[src/rtl/umi_isolate_ctrl_pkg.sv]
// Shared types and constants for the UMI power-domain quiesce controller.
package umi_isolate_ctrl_pkg;

  // Controller states; encoding is fixed so checkers can decode the state bus.
  typedef enum logic [1:0] {
    ST_ACTIVE   = 2'd0,
    ST_DRAIN    = 2'd1,
    ST_ISOLATED = 2'd2,
    ST_WAKE     = 2'd3
  } state_t;

  // UMI request opcodes (cmd[4:0]).
  localparam logic [4:0] UMI_REQ_READ   = 5'h01;
  localparam logic [4:0] UMI_REQ_WRITE  = 5'h03;
  localparam logic [4:0] UMI_REQ_POSTED = 5'h05;
  localparam logic [4:0] UMI_REQ_RDMA   = 5'h07;
  localparam logic [4:0] UMI_REQ_ATOMIC = 5'h09;

  // UMI response opcode used for read data returns.
  localparam logic [4:0] UMI_RESP_READ  = 5'h02;

  // End-of-message flag position inside cmd.
  localparam int EOM_BIT = 22;

  // True for request opcodes that will produce a response from the far side.
  function automatic logic needs_resp(input logic [4:0] opcode);
    return (opcode == UMI_REQ_READ)  || (opcode == UMI_REQ_WRITE) ||
           (opcode == UMI_REQ_RDMA)  || (opcode == UMI_REQ_ATOMIC);
  endfunction

endpackage

[src/rtl/umi_isolate_ctrl_cnt.sv]
// Saturating up/down counter of responses still owed by the switchable domain.
module umi_isolate_ctrl_cnt #(
  parameter int OW = 8
) (
  input  logic          clk,
  input  logic          reset,
  input  logic          clr,
  input  logic          inc,
  input  logic          dec,
  output logic [OW-1:0] count,
  output logic          full,
  output logic          underflow
);

  localparam logic [OW-1:0] CNT_MAX = '1;

  assign full = (count == CNT_MAX);
  // A lone decrement at zero means a response arrived that nobody asked for.
  assign underflow = dec & ~inc & (count == '0);

  // Count holds on simultaneous inc/dec, saturates at both ends.
  always_ff @(posedge clk) begin
    if (reset || clr) begin
      count <= '0;
    end else if (inc && !dec && !full) begin
      count <= count + OW'(1);
    end else if (dec && !inc && (count != '0)) begin
      count <= count - OW'(1);
    end
  end

endmodule

[src/rtl/umi_isolate_ctrl.sv]
// Quiesce controller in front of umi_isolate: closes the request channel at a
// packet boundary, waits for outstanding responses, then asserts isolate.
//
// Handshake: a transfer happens on a cycle where valid & ready are both high.
// Valid is never withdrawn once raised by the upstream; this block only masks
// valid/ready together through 'open', which changes only at packet boundaries.
module umi_isolate_ctrl
  import umi_isolate_ctrl_pkg::*;
#(
  parameter int CW            = 32,
  parameter int AW            = 64,
  parameter int DW            = 256,
  parameter int OW            = 8,
  parameter int WAKE_CYCLES   = 16,
  parameter int DRAIN_TIMEOUT = 1024
) (
  input  logic          clk,
  input  logic          reset,
  input  logic          iso_req,
  output logic          isolate,
  output logic          iso_ack,
  output logic          drain_err,
  output logic [OW-1:0] outstanding,
  output state_t        state,
  // host-side request
  input  logic          req_in_valid,
  input  logic [CW-1:0] req_in_cmd,
  input  logic [AW-1:0] req_in_dstaddr,
  input  logic [AW-1:0] req_in_srcaddr,
  input  logic [DW-1:0] req_in_data,
  output logic          req_in_ready,
  // request toward umi_isolate
  output logic          req_out_valid,
  output logic [CW-1:0] req_out_cmd,
  output logic [AW-1:0] req_out_dstaddr,
  output logic [AW-1:0] req_out_srcaddr,
  output logic [DW-1:0] req_out_data,
  input  logic          req_out_ready,
  // response from umi_isolate
  input  logic          resp_in_valid,
  input  logic [CW-1:0] resp_in_cmd,
  input  logic [AW-1:0] resp_in_dstaddr,
  input  logic [AW-1:0] resp_in_srcaddr,
  input  logic [DW-1:0] resp_in_data,
  output logic          resp_in_ready,
  // response toward host
  output logic          resp_out_valid,
  output logic [CW-1:0] resp_out_cmd,
  output logic [AW-1:0] resp_out_dstaddr,
  output logic [AW-1:0] resp_out_srcaddr,
  output logic [DW-1:0] resp_out_data,
  input  logic          resp_out_ready
);

  localparam int TW = (DRAIN_TIMEOUT > 1) ? $clog2(DRAIN_TIMEOUT) : 1;
  localparam int WW = (WAKE_CYCLES > 1) ? $clog2(WAKE_CYCLES) : 1;

  state_t          state_next;
  logic            mid_pkt;
  logic [TW-1:0]   drain_timer;
  logic [WW-1:0]   wake_timer;
  logic            drain_done;
  logic            wake_done;
  logic            timeout;
  logic            open;
  logic            sat_block;
  logic            req_fire;
  logic            req_eom;
  logic            req_nr;
  logic            cnt_inc;
  logic            cnt_dec;
  logic            cnt_full;
  logic            cnt_underflow;

  // Datapath fields pass straight through; only valid/ready are gated.
  assign req_out_cmd      = req_in_cmd;
  assign req_out_dstaddr  = req_in_dstaddr;
  assign req_out_srcaddr  = req_in_srcaddr;
  assign req_out_data     = req_in_data;
  assign resp_out_valid   = resp_in_valid;
  assign resp_out_cmd     = resp_in_cmd;
  assign resp_out_dstaddr = resp_in_dstaddr;
  assign resp_out_srcaddr = resp_in_srcaddr;
  assign resp_out_data    = resp_in_data;
  assign resp_in_ready    = resp_out_ready;

  assign req_eom = req_in_cmd[EOM_BIT];
  assign req_nr  = needs_resp(req_in_cmd[4:0]);

  // A full counter stalls new response-expecting messages, but never the
  // continuation of a message already in progress.
  assign sat_block = cnt_full & req_nr & ~mid_pkt;
  assign open      = ((state == ST_ACTIVE) | mid_pkt) & ~sat_block;

  assign req_out_valid = req_in_valid & open;
  assign req_in_ready  = req_out_ready & open;
  assign req_fire      = req_in_valid & req_in_ready;

  assign cnt_inc = req_fire & req_eom & req_nr;
  assign cnt_dec = resp_in_valid & resp_out_ready & resp_in_cmd[EOM_BIT];

  assign drain_done = (DRAIN_TIMEOUT != 0) && (drain_timer == TW'(DRAIN_TIMEOUT - 1));
  assign wake_done  = (wake_timer == WW'(WAKE_CYCLES - 1));

  assign iso_ack = isolate;

  umi_isolate_ctrl_cnt #(.OW(OW)) u_cnt (
    .clk       (clk),
    .reset     (reset),
    .clr       (timeout),
    .inc       (cnt_inc),
    .dec       (cnt_dec),
    .count     (outstanding),
    .full      (cnt_full),
    .underflow (cnt_underflow)
  );

  // Next-state decode; drain completion wins over timeout on the same cycle.
  always_comb begin
    state_next = state;
    timeout    = 1'b0;
    case (state)
      ST_ACTIVE: begin
        if (iso_req) state_next = ST_DRAIN;
      end
      ST_DRAIN: begin
        if (!iso_req) begin
          state_next = ST_ACTIVE;
        end else if ((outstanding == '0) && !mid_pkt) begin
          state_next = ST_ISOLATED;
        end else if (drain_done) begin
          state_next = ST_ISOLATED;
          timeout    = 1'b1;
        end
      end
      ST_ISOLATED: begin
        if (!iso_req) state_next = ST_WAKE;
      end
      ST_WAKE: begin
        if (iso_req) begin
          state_next = ST_ISOLATED;
        end else if (wake_done) begin
          state_next = ST_ACTIVE;
        end
      end
      default: state_next = ST_ACTIVE;
    endcase
  end

  // State, isolate flop, timers, packet tracking and sticky error.
  always_ff @(posedge clk) begin
    if (reset) begin
      state       <= ST_ACTIVE;
      isolate     <= 1'b0;
      drain_err   <= 1'b0;
      mid_pkt     <= 1'b0;
      drain_timer <= '0;
      wake_timer  <= '0;
    end else begin
      state     <= state_next;
      isolate   <= (state_next == ST_ISOLATED);
      drain_err <= drain_err | timeout | cnt_underflow;
      if (req_fire) mid_pkt <= ~req_eom;
      drain_timer <= ((state == ST_DRAIN) && (state_next == ST_DRAIN)) ?
                     drain_timer + TW'(1) : '0;
      wake_timer  <= ((state == ST_WAKE) && (state_next == ST_WAKE)) ?
                     wake_timer + WW'(1) : '0;
    end
  end

endmodule

[config.mk]
export PLATFORM = sky130hd
export DESIGN_NAME = umi_isolate_ctrl
export DESIGN_NICKNAME = d
export VERILOG_FILES = /design/src/rtl/umi_isolate_ctrl_pkg.sv /design/src/rtl/umi_isolate_ctrl_cnt.sv /design/src/rtl/umi_isolate_ctrl.sv
export SDC_FILE = /design/constraint.sdc
export NUM_CORES = 1
export LEC_CHECK = 0
export CAP_MARGIN = 20
export CORE_AREA = 2 2 649 651
export DETAILED_ROUTE_END_ITERATION = 16
export DIE_AREA = 0 0 651 653
export GPL_TIMING_DRIVEN = 0
export HOLD_SLACK_MARGIN = 0.02
export SETUP_SLACK_MARGIN = 0.1
export SYNTH_ARGS = -nofsm -noshare
export SYNTH_HDL_FRONTEND = slang
export SYNTH_SLANG_ARGS = --single-unit
[constraint.sdc]
create_clock -name clk -period 3.8 [get_ports clk]
set_input_delay 0.76 -clock clk [delete_from_list [all_inputs] [get_ports clk]]
set_output_delay 0.76 -clock clk [all_outputs]
set_load 0.01 [all_outputs]
==> impl_metrics.json <==
{
  "reg2reg_from": "state[1]",
  "hpwl_mm": 303,
  "hold_end": "wake_timer[0]",
  "peakVddDrop_v": 0.000210,
  "hold_ws_ps": 461,
  "tightest_slew_ps": 1030,
  "wl_per_cell_um": 41.4,
  "crit_path_end_kind": "output port",
  "cts_buffer_depth": 2,
  "r2r-end": "u_cnt.count[7]",
  "synthAdderAreaFrac_pct": 1.52,
  "port_buffers": 862,
  "yosys.area_share.simple_pct": 6.06,
  "regArea_um2": 541,
  "synth_compound_area_share_pct": 3.38,
  "slew_headroom_pct": 31.3,
  "fp.dieArea_um2": 425000,
  "r2r_slack_ps": 840,
  "antenna_left": 0,
  "synth_cell_types": 50,
  "hold_viol": 0,
  "leakage_nw": 8.03,
  "skew_ps": 16.1,
  "worst-r2r-cell-count": 10,
  "coreArea_um2": 418000,
  "initial_core_util_pct": 1.88,
  "holdPathStages": 1,
  "dr.pass1.iters": 5,
  "power_density_nw_per_um2": 158,
  "synth.largest_area_cell": "buf_4",
  "post-route-min-period_ps": 3590,
  "drc": 0,
  "status": "completed",
  "synth_top_family_by_area": "buffers and inverters",
  "yosysTopAreaCellShare_pct": 79.5,
  "cp_data_required_time_ps": 3040,
  "synth_area_leaders": "buf_4 80%, dfxtp_1 6.9%, ha_1 1.3%",
  "fin_nets": 2729,
  "post_dp_cell_area_um2": 23400,
  "h-tree-depth": 1,
  "final_common_cell": "clkdlybuf4s50_1",
  "cts_sinks": 27,
  "die_x_um": 651,
  "ys_seq_area_share_pct": 6.86,
  "clock.fmax_ghz": 0.279,
  "multi_input_area_um2": 1050,
  "grt_pass1_vias": 10600,
  "cts_tree": "yes",
  "grtUsageTotal_pct": 13.9,
  "fp-row-count": 238,
  "worstHoldStart": "wake_timer[0]",
  "cp_max_fo": 5,
  "synthXorXnorAreaFrac_pct": 1.44,
  "criticalPathCategory": "input pin to output port",
  "synth_edf_count": 0,
  "drive_gt1_share_pct": 46.1,
  "cts_made_buffers": 3,
  "rsz0062_at_grt": "no",
  "synth_mux_area_share_pct": 0.381,
  "cts.clk_slew.worst_paths_ps": 70,
  "pre_cts_ws_ps": -224,
  "gp_congestion": 0.948,
  "final-setup-viol-count": 0,
  "dr_total_vias": 11500,
  "cts_root_buf": "clkbuf_16",
  "fillers": 49200,
  "worst_setup_path_start_kind": "input pin",
  "async_flop_share_pct": 0,
  "pin_count": 1688,
  "antenna_found_initial": 330,
  "worst_slack_ps": 212,
  "post_drt_via_cell_ratio": 1.55,
  "finalSetupTns_ps": 0,
  "syn_inst": 1012,
  "ctsHoldBuffers": 0,
  "final_cell_mix": "859 x clkdlybuf4s50_1, 837 x buf_4, 27 x dfxtp_1",
  "synth_nets": 1860,
  "synthFlopType": "dfxtp_1",
  "synth.avg_cell_area_um2": 7.79,
  "die_h_um": 653,
  "final_util_pct": 5.65,
  "worst_ep_arrival_time_ps": 2830,
  "hold_class": "register to register",
  "grt_max_degree": 16,
  "drtIter0Drc": 595,
  "postRouteWirelength_mm": 307,
  "post-route-period-util_pct": 94.4,
  "syn_area_um2": 7880,
  "overflow": 0,
  "slew_violations": 0,
  "maxCapViolCount": 0,
  "yosys_warnings": 0,
  "ys_ff_latch": 27,
  "fin_area_um2": 23600,
  "clock_latency_ps": 290,
  "grt_pass1_wl_mm": 333,
  "area_growth_pct": 200
}
## how the worst max path moves through the flow
stage                  startpoint  slack, ps  cells past startpoint              to
floorplan           req_in_cmd[1]        790                      9  u_cnt.count[7]
global placement    req_in_cmd[1]       -110                      7   req_out_valid
detailed placement  resp_in_valid       -220                     10  u_cnt.count[6]
CTS                 req_in_cmd[1]        100                     11  u_cnt.count[6]
global route        req_in_cmd[1]        100                     11  u_cnt.count[7]
finish              req_in_cmd[1]        210                      7   req_out_valid
## sequential cells by signal, indices dropped and copies added (netlist names)
signal	count
drain_timer	10
u_cnt.count	8
wake_timer	4
state	2
drain_err	1
iso_ack	1
mid_pkt	1
## final cells by class
type                       instances  share of cell area [%]
antenna                           21                   0.222
buffer                           837                    26.6
clock buffer                       3                   0.318
clock inverter                     1                  0.0212
inverter                          12                   0.212
multi-input combinational        136                    4.46
sequential                        27                    2.29
tap                             5520                    29.2
timing repair buffer             864                    36.7
## per-stage QoR
stage | power [mW] | cells
4_1_cts | 3.82 | 7399
2_1_floorplan | 1.36 | 1012
5_1_grt | 3.95 | 7413
6_report | 3.74 | 7421
3_3_place_gp | 3.51 | 7394
3_5_place_dp | 3.54 | 7395
## worst max-delay path, cell delays in order
cell and delay [ps]:
clkdlybuf4s50_1 500, mux2i_1 220, nand3b_1 200, nand2b_1 250, a21o_1 200, and2_1 170, dlygate4sd2_1 510
## routing by layer
| metal | global-route usage [%] | routed length, um | vias up |
|---|---|---|---|
| met5 | 0 | 602 | - |
| met1 | 12.2 | 93800 | 5069 |
| li1 | - | - | 4084 |
| met3 | 13.0 | 61700 | 662 |
| met2 | 23.7 | 143000 | 1590 |
| met4 | 1.80 | 7790 | 82 |
## repair_timing
action                     CTS  global route
gates resized for setup      3             9
setup endpoints to repair    2             4
buffers inserted             0             1
pin swaps                    0             1
## where the power goes
part	switching, mW	internal, mW
clock network	0.126	0.143
registers	0.0300	0.297
logic	1.75	1.40
total	1.90	1.84
## cell usage after synthesis, drive strengths merged, types with 2 or more instances
cell / n
mux2i: 3
nand2b: 7
nand3: 13
a21oi: 11
inv: 11
or4: 2
and3: 4
and4: 3
o211ai: 2
nor3: 4
xnor2: 4
o2111ai: 3
and2: 2
a211oi: 2
a21o: 3
nand4: 5
nor4: 2
xor2: 9
nand2: 5
nor2: 18
or3: 2
dfxtp: 27
o21ai: 8
buf: 837
ha: 8
## kinds of logic after synthesis
logic type	Yosys count
AO/OA/AOI/OAI	39
multiplexers	3
buffers and inverters	849
XOR/XNOR	13
adder cells (fa/ha/maj)	9
AND/OR/NAND/NOR	72
flip-flops	27
No activity file was read; power rests on OpenSTA's default activity.
